$ cat config.mk
export PLATFORM = sky130hd
export DESIGN_NAME = seq_1011_tx
export DESIGN_NICKNAME = d
export VERILOG_FILES = /design/src/rtl/seq_1011_tx_pkg.sv /design/src/rtl/seq_1011_tx_cnt.sv /design/src/rtl/seq_1011_tx.sv
export SDC_FILE = /design/constraint.sdc
export NUM_CORES = 1
export LEC_CHECK = 0
export CAP_MARGIN = 0
export CORE_ASPECT_RATIO = 1.25
export CORE_UTILIZATION = 40
export DETAILED_ROUTE_END_ITERATION = 7
export PLACE_DENSITY = 0.65
export SLEW_MARGIN = 0
export SYNTH_ARGS = -nofsm -noshare
export SYNTH_HDL_FRONTEND = slang
export SYNTH_SLANG_ARGS = --single-unit
$ cat constraint.sdc
create_clock -name clk -period 5.67 [get_ports clk]
set_input_delay 0.8505 -clock clk [delete_from_list [all_inputs] [get_ports clk]]
set_output_delay 0.8505 -clock clk [all_outputs]
set_load 0.01 [all_outputs]
$ cat src/rtl/seq_1011_tx_pkg.sv
// Shared definitions for the 1011 serial transmitter and its loopback detector.
package seq_1011_tx_pkg;

    localparam int PATTERN_W = 4;
    localparam logic [PATTERN_W-1:0] DEFAULT_PATTERN = 4'b1011;

    localparam int BIT_W = $clog2(PATTERN_W);
    localparam int GAP_W = 3;
    localparam int REP_W = 4;
    localparam int CNT_W = 16;

    // One-hot state encoding.
    typedef enum logic [3:0] {
        S_IDLE = 4'b0001,
        S_SEND = 4'b0010,
        S_GAP  = 4'b0100,
        S_DONE = 4'b1000
    } state_e;

endpackage

$ cat src/rtl/seq_1011_tx_cnt.sv
// Loadable down-counters for the transmitter: bit index, gap length, copies left.
module seq_tx_cnt
    import seq_1011_tx_pkg::*;
(
    input  logic             clk,
    input  logic             rst,
    input  logic             bit_load_i,
    input  logic             bit_dec_i,
    input  logic             gap_load_i,
    input  logic [GAP_W-1:0] gap_val_i,
    input  logic             gap_dec_i,
    input  logic             rep_load_i,
    input  logic [REP_W-1:0] rep_val_i,
    input  logic             rep_dec_i,
    output logic [BIT_W-1:0] bit_idx_o,
    output logic [GAP_W-1:0] gap_cnt_o,
    output logic [REP_W-1:0] rep_cnt_o
);

    logic [BIT_W-1:0] bit_q, bit_d;
    logic [GAP_W-1:0] gap_q, gap_d;
    logic [REP_W-1:0] rep_q, rep_d;

    // Next counter values; load wins over decrement. The bit index wraps
    // from 0 back to MSB so the next copy starts at the top bit.
    always_comb begin
        bit_d = bit_q;
        gap_d = gap_q;
        rep_d = rep_q;
        if (bit_load_i)     bit_d = BIT_W'(PATTERN_W - 1);
        else if (bit_dec_i) bit_d = bit_q - BIT_W'(1);
        if (gap_load_i)     gap_d = gap_val_i;
        else if (gap_dec_i) gap_d = gap_q - GAP_W'(1);
        if (rep_load_i)     rep_d = rep_val_i;
        else if (rep_dec_i) rep_d = rep_q - REP_W'(1);
    end

    // Counter registers with synchronous active-low reset.
    always_ff @(posedge clk) begin
        if (!rst) begin
            bit_q <= '0;
            gap_q <= '0;
            rep_q <= '0;
        end else begin
            bit_q <= bit_d;
            gap_q <= gap_d;
            rep_q <= rep_d;
        end
    end

    assign bit_idx_o = bit_q;
    assign gap_cnt_o = gap_q;
    assign rep_cnt_o = rep_q;

endmodule

$ cat src/rtl/seq_1011_tx.sv
// Serial pattern transmitter: sends num_rep copies of PATTERN MSB first,
// with GAP idle cycles after every bit. All outputs are registered.
module seq_1011_tx
    import seq_1011_tx_pkg::*;
#(
    parameter logic [PATTERN_W-1:0] PATTERN = DEFAULT_PATTERN,
    parameter int unsigned          GAP     = 1
) (
    input  logic             clk,
    input  logic             rst,
    input  logic             start,
    input  logic [REP_W-1:0] num_rep,
    input  logic             abort,
    output logic             valid,
    output logic             data_out,
    output logic             busy,
    output logic             done,
    output logic [CNT_W-1:0] tx_count,
    output logic [3:0]       state_dbg
);

    // Handshake: start is a level request accepted only in IDLE together with
    // num_rep; there is no back-pressure, valid qualifies data_out for one cycle.

    state_e           state_q, state_d;
    logic             valid_q, valid_d;
    logic             data_q, data_d;
    logic             busy_q, busy_d;
    logic             done_q, done_d;
    logic [CNT_W-1:0] tx_count_q, tx_count_d;

    logic             bit_load, bit_dec, gap_load, gap_dec, rep_load, rep_dec;
    logic [BIT_W-1:0] bit_idx;
    logic [GAP_W-1:0] gap_cnt;
    logic [REP_W-1:0] rep_cnt;

    seq_tx_cnt u_cnt (
        .clk        (clk),
        .rst        (rst),
        .bit_load_i (bit_load),
        .bit_dec_i  (bit_dec),
        .gap_load_i (gap_load),
        .gap_val_i  (GAP_W'(GAP)),
        .gap_dec_i  (gap_dec),
        .rep_load_i (rep_load),
        .rep_val_i  (num_rep),
        .rep_dec_i  (rep_dec),
        .bit_idx_o  (bit_idx),
        .gap_cnt_o  (gap_cnt),
        .rep_cnt_o  (rep_cnt)
    );

    // Next state, counter controls and next output values. Outputs describe
    // the state being entered, so they line up with state_q after the edge.
    always_comb begin
        state_d    = state_q;
        data_d     = 1'b0;
        tx_count_d = tx_count_q;
        bit_load   = 1'b0;
        bit_dec    = 1'b0;
        gap_load   = 1'b0;
        gap_dec    = 1'b0;
        rep_load   = 1'b0;
        rep_dec    = 1'b0;
        case (state_q)
            S_IDLE: begin
                if (start && !abort) begin
                    if (num_rep != '0) begin
                        state_d  = S_SEND;
                        bit_load = 1'b1;
                        rep_load = 1'b1;
                        data_d   = PATTERN[PATTERN_W-1];
                    end else begin
                        state_d = S_DONE;
                    end
                end
            end
            S_SEND: begin
                if (abort) begin
                    state_d = S_IDLE;
                end else begin
                    bit_dec = 1'b1;
                    if (bit_idx == '0) begin
                        rep_dec    = 1'b1;
                        tx_count_d = tx_count_q + CNT_W'(1);
                    end
                    if (GAP != 0) begin
                        state_d  = S_GAP;
                        gap_load = 1'b1;
                    end else if (bit_idx == '0 && rep_cnt == REP_W'(1)) begin
                        state_d = S_DONE;
                    end else begin
                        data_d = PATTERN[bit_idx - BIT_W'(1)];
                    end
                end
            end
            S_GAP: begin
                if (abort) begin
                    state_d = S_IDLE;
                end else if (gap_cnt == GAP_W'(1)) begin
                    // Copies-left reaches zero only after the final bit 0.
                    if (rep_cnt == '0) begin
                        state_d = S_DONE;
                    end else begin
                        state_d = S_SEND;
                        data_d  = PATTERN[bit_idx];
                    end
                end else begin
                    gap_dec = 1'b1;
                end
            end
            S_DONE: state_d = S_IDLE;
            default: state_d = S_IDLE;
        endcase
        valid_d = (state_d == S_SEND);
        busy_d  = (state_d == S_SEND) || (state_d == S_GAP);
        done_d  = (state_d == S_DONE);
    end

    // State and registered outputs; reset overrides every input.
    always_ff @(posedge clk) begin
        if (!rst) begin
            state_q    <= S_IDLE;
            valid_q    <= 1'b0;
            data_q     <= 1'b0;
            busy_q     <= 1'b0;
            done_q     <= 1'b0;
            tx_count_q <= '0;
        end else begin
            state_q    <= state_d;
            valid_q    <= valid_d;
            data_q     <= data_d;
            busy_q     <= busy_d;
            done_q     <= done_d;
            tx_count_q <= tx_count_d;
        end
    end

    assign valid     = valid_q;
    assign data_out  = data_q;
    assign busy      = busy_q;
    assign done      = done_q;
    assign tx_count  = tx_count_q;
    assign state_dbg = state_q;

endmodule

==> metrics, run 1 <==
status=finished, final reports clean; WS Path Type=in2reg; syn nets=206; postcts setup bufs=0; die width=58.99 um; Worst path max stage delay=0.58 ns; antenna viol nets, final=0; Die Area=4320 um2; worst-path fanout max=12; CTS tree=done; Tightest Hold Check Type=reg2reg; Reg2Reg Launch Point=state_dbg[0]; core footprint=3847 um2; Crit path required time=5.87 ns; Tmin final=2.957 ns; initial drt markers=71; Sink Count=33; DRT Wirelength=3.243 mm; syn_area_per_cell=8.459 um2; largest net degree at the start of global routing=19; # port buffers=31; Mapped Area=1624 um2; Hold Path End=tx_count[15]; Worst-Skew Late Latency=0.28 ns; slowest CP cell=or3_1; Yosys top cell by area=dfxtp_1; hold buffer count at CTS=0; DRC viols=0; R2R setup slack=3.44 ns; Synth Warn #=0; Worst Tran Pin Value=0.7505 ns; Filler Cell Count=382; register bit total from synthesis=33; Reg area=660.6 um2; initial antenna violation count=0; worst-path cell chain=clkdlybuf4s50_1, or3_1, or3_1, or4_1, a21oi_1; Vias/cell=5.122; drt first pass iters=4; wire length of the first global-routing pass=5.547 mm; DR WL/cell=11.67 um; root buf cell=clkbuf_8; crit path DAT=3.16 ns; Initial Util=42.21%; Layout Skew=0.003441 ns; Total GRT Usage=17.11%; area share of the largest cell type after synthesis=40.68%; final hold violation count=0; design area=2061 um2; max-cap violation count=0; vias=1,424; total grt overflow=0; Final Slew Violations=0; RSZ-0062 raised after global routing=false; commonest non-fill, non-tap cell in the layout=dfxtp_1; commonest cells after routing, fill and taps aside=dfxtp_1, clkdlybuf4s50_1, a21oi_1; Worst setup SP type=input port; share of cells above drive strength 1=5.357%; area of the multi-input gates=883.3 um2; total power=0.0004539 W; Hold Startpoint=tx_count[15]; element type at the critical path end=flop; nets=237; Final Cycle Share=52.16%; vias in the first global route=1,272; standard-cell rows=25; asr flop ratio synth=0%; GPL Wtd Cong=0.7577; total CTS buffers=5; Post-synth EDFFs=0; DP Wirelength=2.380 mm; setup slack at placement=2.442 ns; post-synth cell types=41; relative slew slack=49.58%; cell count after synthesis=192; final worst setup slack=2.713 ns; Hold Path Cell Cnt=2; # IOs=32; Max Clk Rate=0.3382 GHz; TNS Setup=0 ns; deepest clock path buffer count=2; register area share after synthesis=40.68%; R2R Path End=tx_count[15]; die height=73.24 um; dpl cell area=1974 um2; most frequent CP cell=or3_1; path depth of the worst reg2reg path=4; Syn-to-layout area delta=26.89%; clock slew seen by the registers of the worst setup and hold paths=0.07 ns; H-Tree Depth=2; VDD IR max=0.1375 mV; Pwr Density=220.3 nW/um2; final setup vio count=0; CTS-repair resized insts=0; Synth area leaders=dfxtp_1, a21oi_1, ha_1, xnor2_1, nand3_1; Leak=0.7187 nW; Main synth FF type=dfxtp_1; Antenna Cells=0
-- layer usage --
metal	GRT usage, %	vias up	share of wire [%]	routed length [um]
li1	-	752	-	-
met3	3.723	5	3.6	117
met4	7.937	0	1.6	52
met1	20.50	630	47	1508
met5	0	-	0	0
met2	28.79	37	48	1565
-- area by class of cell --
cell class | instances | area share [%]
sequential | 33 | 32.06
clock buffer | 5 | 3.339
multi-input combinational | 138 | 42.87
inverter | 14 | 2.550
timing repair buffer | 31 | 15.06
clock inverter | 3 | 0.8500
tap | 54 | 3.279
-- critical path, delay by kind of cell --
kind | cells | cell delay (ns)
simple gates | 3 | 1.67
buf+inv | 1 | 0.50
compound gates | 1 | 0.14
-- registers in the layout, summed over array words and instances, names as in the netlist --
signal and count:
busy 1, data_out 1, done 1, state_dbg 4
tx_count 16, u_cnt.bit_idx_o 2, u_cnt.gap_cnt_o 3, u_cnt.rep_cnt_o 4
valid 1
-- cell usage after synthesis (4+ instances only) --
library cell	count
dfxtp_1	33
a21oi_1	18
inv_1	13
nor2_1	12
nand2_1	11
nand3_1	10
xnor2_1	8
nand4_1	7
clkbuf_1	6
ha_1	6
nand2b_1	6
or3_1	5
or4_1	5
nor3_1	4
nor4_1	4
o21ai_0	4
-- cells by family (layout without fill, tap and decap cells) --
kind of cell / Yosys count / count (layout) / share of synthesized area [%]
xor+xnor: 11 / 11 / 5.933
buf+inv: 21 / 53 / 4.930
flops: 33 / 33 / 40.68
mux: 2 / 2 / 1.233
simple gates: 80 / 80 / 27.66
compound gates: 39 / 39 / 14.95
fa+ha+maj: 6 / 6 / 4.622
-- how the worst max path moves through the flow --
stage          start           end  slack [ns]  depth (start not counted)
2_1_floorplan  abort  tx_count[15]        3.24                          5
3_3_place_gp   abort  tx_count[11]        2.46                          5
3_5_place_dp   abort  tx_count[15]        2.44                          5
4_1_cts        abort  tx_count[15]        2.73                          5
5_1_grt        abort  tx_count[15]        2.56                          5
6_report       abort  tx_count[15]        2.71                          5
-- report_power, final --
group          total (W)  internal (W)  switching [W]
registers       0.000243      0.000237     0.00000521
logic          0.0000428     0.0000201      0.0000227
clock network   0.000168     0.0000845      0.0000839
-- metrics by stage --
| stage | instances | util, % | hold WS, ns |
|---|---|---|---|
| after global placement | 270 | 51.32 | 0.4708 |
| after global routing | 278 | 53.56 | 0.5379 |
| after detailed placement | 270 | 51.32 | 0.4738 |
| final | 278 | 53.56 | 0.4817 |
| after CTS | 278 | 53.56 | 0.4850 |
| after floorplan | 192 | - | 0.4764 |
Power figures use the tool's default switching activity.
==> run 2, diff against run 1 <==
clock period = 3.1 ns   (was 5.67 ns; I/O delays follow)
==> run 2 against run 1 <==
Against the previous run:
- cell area is 1.1% higher
- sequential power is 83% higher
- setup slack worse by 2.0 ns
- register-to-register slack worse by 2.4 ns
- clock power is 88% higher
- global-route usage is 0.65 points higher
- critical path type unchanged
==> metrics, run 2 (same netlist as run 1, synthesis figures left out) <==
max reg flops=16 (unchanged); wire length of the first global-routing pass=5.740 mm (+3.5%); Reg2Reg Launch Point=u_cnt.bit_idx_o[0]; die width=58.99 um (unchanged); Final Hold Slack=0.4823 ns (+0.0005320 ns); Tightest Hold Check Type=reg2reg; DP Wirelength=2.413 mm (+1.4%); worst-path cell chain=clkdlybuf4s50_1, or3_1, or3_1, or4_1, a21oi_1; most frequent CP cell=or3_1; Total GRT Usage=17.77% (+0.65 points); Initial Util=42.21% (unchanged); share of cells above drive strength 1=6.608% (+1.3 points); Final Cycle Share=77.06%; relative slew slack=64.94% (+15 points); Hold Startpoint=tx_count[15]; setup slack at placement=0.4283 ns (-2.013 ns); Syn-to-layout area delta=28.27%; Die Area=4320 um2 (unchanged); Worst-Skew Late Latency=0.28 ns (about the same); area of the multi-input gates=883.3 um2 (unchanged); deepest clock path buffer count=2 (unchanged); Crit path required time=3.30 ns (-2.57 ns); Layout Skew=0.004529 ns (+0.001088 ns); total CTS buffers=5 (unchanged); drt first pass iters=5 (+1); core footprint=3847 um2 (unchanged); Final Slew Violations=0 (unchanged); VDD IR max=0.1951 mV (+42%); Worst setup SP type=input port; Filler Cell Count=395 (+3.4%); total grt overflow=0 (unchanged); hold buffer count at CTS=0 (unchanged); initial antenna violation count=0 (unchanged); nets=240 (+1.3%); # port buffers=31 (unchanged); GPL Wtd Cong=0.7761 (+2.4%); DR WL/cell=12.07 um (+3.5%); element type at the critical path end=flop; Worst Tran Pin Value=0.5227 ns (-0.2278 ns); TNS Setup=0 ns (unchanged); Pwr Density=403.4 nW/um2 (+83%); CTS-repair resized insts=0 (unchanged); Reg area=660.6 um2 (unchanged); RSZ-0062 raised after global routing=false; antenna viol nets, final=0 (unchanged); Tmin final=2.389 ns; H-Tree Depth=2 (unchanged); Leak=0.7338 nW (+2.1%); Sink Count=33 (unchanged); postcts setup bufs=0 (unchanged); worst-path fanout max=10 (-2); DRC viols=0 (unchanged); die height=73.24 um (unchanged); status=finished, final reports clean; Worst path max stage delay=0.54 ns (-0.04 ns); standard-cell rows=25 (unchanged); CP Launch Point=abort; path depth of the worst reg2reg path=6 (+2); # IOs=32 (unchanged); clock slew seen by the registers of the worst setup and hold paths=0.07 ns (about the same); crit path DAT=2.59 ns (-0.57 ns); Antenna Cells=0 (unchanged); Vias/cell=5.093 (-0.58%); DRT Wirelength=3.393 mm (+4.6%); Hold Path Cell Cnt=2 (unchanged); vias=1,431 (+0.49%); final hold violation count=0 (unchanged); largest net degree at the start of global routing=19 (unchanged); Max Clk Rate=0.4186 GHz; slowest CP cell=or4_1; commonest non-fill, non-tap cell in the layout=dfxtp_1; vias in the first global route=1,338 (+5.2%); initial drt markers=47 (-34%); final worst setup slack=0.7111 ns (-2.002 ns); CTS tree=done; commonest cells after routing, fill and taps aside=dfxtp_1, clkdlybuf4s50_1, a21oi_1; root buf cell=clkbuf_8; final setup vio count=0 (unchanged); max-cap violation count=0 (unchanged); WS Path Type=in2reg
[run 2: power breakdown]
| part | total [W] | switching [W] | internal (W) |
|---|---|---|---|
| Clock | 0.000316 | 0.000161 | 0.000155 |
| Combinational | 0.0000806 | 0.0000420 | 0.0000386 |
| Sequential | 0.000444 | 0.00000967 | 0.000434 |
| Total | 0.000840 | 0.000213 | 0.000628 |
[run 2: path summary, 6_finish.rpt]
check / end / slack, ns
worst min register to register: tx_count[15] / 0.48
worst max register to register: tx_count[11] / 1.00
worst min-delay path: tx_count[15] / 0.48
worst max-delay path: tx_count[11] / 0.71
[run 2: worst max-delay path: cells and delay by family]
family	cells	cell delay [ns]
and+or+nand+nor	3	1.49
buffers and inverters	1	0.50
AOI/OAI and AO/OA	1	0.14
[run 2: final cells by class]
| class | instances | share of cell area (%) |
|---|---|---|
| Clock buffer | 5 | 3.303 |
| Timing Repair Buffer | 34 | 15.98 |
| Sequential cell | 33 | 31.71 |
| Tap cell | 54 | 3.243 |
| Clock inverter | 3 | 0.8408 |
| Inverter | 14 | 2.523 |
| Multi-Input combinational cell | 138 | 42.40 |
[run 2: per-layer routing]
layer	part of all wire, %	global-route usage [%]
met5	0	0
met1	45	20.04
met3	3.9	3.546
met2	49	30.43
met4	2.0	10.58
[run 2: metrics by stage]
step | cells | cell area (um2) | power, W | utilization (%)
2_1_floorplan | 192 | 1624 | 0.0005015 | -
3_3_place_gp | 273 | 1997 | 0.0005345 | 51.90
3_5_place_dp | 273 | 1997 | 0.0005351 | 51.90
4_1_cts | 281 | 2083 | 0.0008499 | 54.15
5_1_grt | 281 | 2083 | 0.0008777 | 54.15
6_report | 281 | 2083 | 0.0008405 | 54.15
==> run 3, diff against run 2 <==
clock period = 2.3 ns   (was 3.1 ns; I/O delays follow)
==> run 3 against run 2 <==
Against the previous run:
- sequential power is 34% higher
- clock power rose by 51%
- sequential share of layout area down 1.2 points
- global-route usage up 0.94 points
- utilization grew 2.1 points
- via count up 6.4%
- final cell count increased by 3.2%
- register-to-register slack lost 0.69 ns
- critical path type unchanged
- largest cell class unchanged
- highest routed layer unchanged
==> metrics, run 3 (same netlist as run 1, synthesis figures left out) <==
Final Cycle Share=90.85%; die width=58.99 um (unchanged); CTS tree=done; Syn-to-layout area delta=33.36%; Crit path required time=2.52 ns (-0.78 ns); switching share of power=23.49% (-1.8 points); CTS-repair resized insts=0 (unchanged); deepest clock path buffer count=2 (unchanged); Max Clk Rate=0.4785 GHz; core footprint=3847 um2 (unchanged); worst-path fanout max=6 (-4); max reg flops=16 (unchanged); initial drt markers=64 (+36%); Die Area=4320 um2 (unchanged); commonest non-fill, non-tap cell in the layout=dfxtp_1; standard-cell rows=25 (unchanged); final setup vio count=0 (unchanged); drt first pass iters=4 (-1); status=finished, final reports clean; GPL Wtd Cong=0.7867 (+1.4%); total grt overflow=0 (unchanged); Layout Skew=0.005277 ns (+0.0007484 ns); Clock Power Share=39.9% (+2.3 points); final hold violation count=0 (unchanged); wire length of the first global-routing pass=6.106 mm (+6.4%); total CTS buffers=5 (unchanged); Worst Tran Pin Value=0.4117 ns (-0.1110 ns); max-cap violation count=0 (unchanged); VDD IR max=0.3996 mV (+100%); element type at the critical path end=flop; Worst-Skew Late Latency=0.28 ns (about the same); clock slew seen by the registers of the worst setup and hold paths=0.07 ns (about the same); Tightest Hold Check Type=reg2reg; Final Slew Violations=0 (unchanged); Filler Cell Count=372 (-5.8%); Cell Int Power=0.0009160 W (+46%); Initial Util=42.21% (unchanged); Leak=0.7869 nW (+7.2%); sw power=0.0002812 W (+32%); commonest cells after routing, fill and taps aside=dfxtp_1, clkdlybuf4s50_1, a21oi_1; hold buffer count at CTS=0 (unchanged); # IOs=32 (unchanged); largest net degree at the start of global routing=12 (-7); initial antenna violation count=0 (unchanged); area of the multi-input gates=883.3 um2 (unchanged); nets=249 (+3.8%); die height=73.24 um (unchanged); crit path DAT=2.31 ns (-0.28 ns); WS Path Type=in2reg; DRT Wirelength=3.473 mm (+2.4%); share of total power in combinational logic=10.2% (+0.6 points); vias=1,523 (+6.4%); total power=0.001197 W (+42%); design area=2166 um2 (+4.0%); RSZ-0062 raised after global routing=false; Antenna Cells=0 (unchanged); DP Wirelength=2.590 mm (+7.3%); relative slew slack=72.53% (+7.6 points); Seq pwr share=49.9% (-2.9 points); root buf cell=clkbuf_8; antenna viol nets, final=0 (unchanged); DR WL/cell=11.98 um (-0.82%); Pwr Density=552.8 nW/um2 (+37%); Worst setup SP type=input port; dpl cell area=2064 um2 (+3.4%); vias in the first global route=1,399 (+4.6%); DRC viols=0 (unchanged); Reg area=660.6 um2 (unchanged); share of cells above drive strength 1=10.17% (+3.6 points); Vias/cell=5.252 (+3.1%); postcts setup bufs=0 (unchanged); Total GRT Usage=18.71% (+0.94 points); Sink Count=33 (unchanged); Tmin final=2.090 ns; # port buffers=31 (unchanged); H-Tree Depth=2 (unchanged)
## run 3: power groups by stage
stage | sequential, W | combinational, W | clock (W)
final | 0.000597 | 0.000122 | 0.000478
after global routing | 0.000599 | 0.000138 | 0.000518
after CTS | 0.000597 | 0.000123 | 0.000498
after detailed placement | 0.000610 | 0.000122 | 0
after global placement | 0.000610 | 0.000121 | 0
after floorplan | 0.000610 | 0.0000658 | 0
## run 3: through the flow
| stage | hold WS, ns | util (%) | setup TNS, ns | worst slack, ns | std cells |
|---|---|---|---|---|---|
| 4_1_cts | 0.4919 | 56.29 | 0 | 0.2234 | 290 |
| 6_report | 0.4884 | 56.29 | 0 | 0.2104 | 290 |
| 2_1_floorplan | 0.4764 | - | 0 | 0.3306 | 192 |
| 3_5_place_dp | 0.4826 | 53.66 | -0.2594 | -0.07209 | 282 |
| 5_1_grt | 0.5150 | 56.29 | 0 | 0.1276 | 290 |
| 3_3_place_gp | 0.4802 | 53.66 | -0.1709 | -0.04957 | 282 |
## run 3: path summary, 6_finish.rpt
check	from	end	slack, ns	cells after the start
worst max-delay path	abort	tx_count[11]	0.21	5
worst min-delay path	tx_count[1]	tx_count[1]	0.49	2
worst max register to register	state_dbg[0]	tx_count[11]	0.31	4
worst min register to register	tx_count[1]	tx_count[1]	0.49	2
## run 3: metal layers
metal	track usage, %	wire length, um	vias to the layer above
li1	-	-	779
met3	6.028	132	9
met4	9.259	113	0
met5	0	0	-
met1	21.64	1575	699
met2	30.68	1651	36
## run 3: area by class of cell
| cell class | count | area share, % |
|---|---|---|
| multi-input cells | 138 | 40.79 |
| flip-flops and latches | 33 | 30.50 |
| repair buffers | 43 | 18.49 |
| clock buffers | 7 | 4.448 |
| well taps | 54 | 3.120 |
| inverters | 14 | 2.426 |
| clock inverters | 1 | 0.2311 |
## run 3: critical path, cell delays in order
cell             delay, ns
clkdlybuf4s50_1       0.41
or3_1                 0.41
or3_1                 0.47
or4_1                 0.53
a21oi_1               0.15
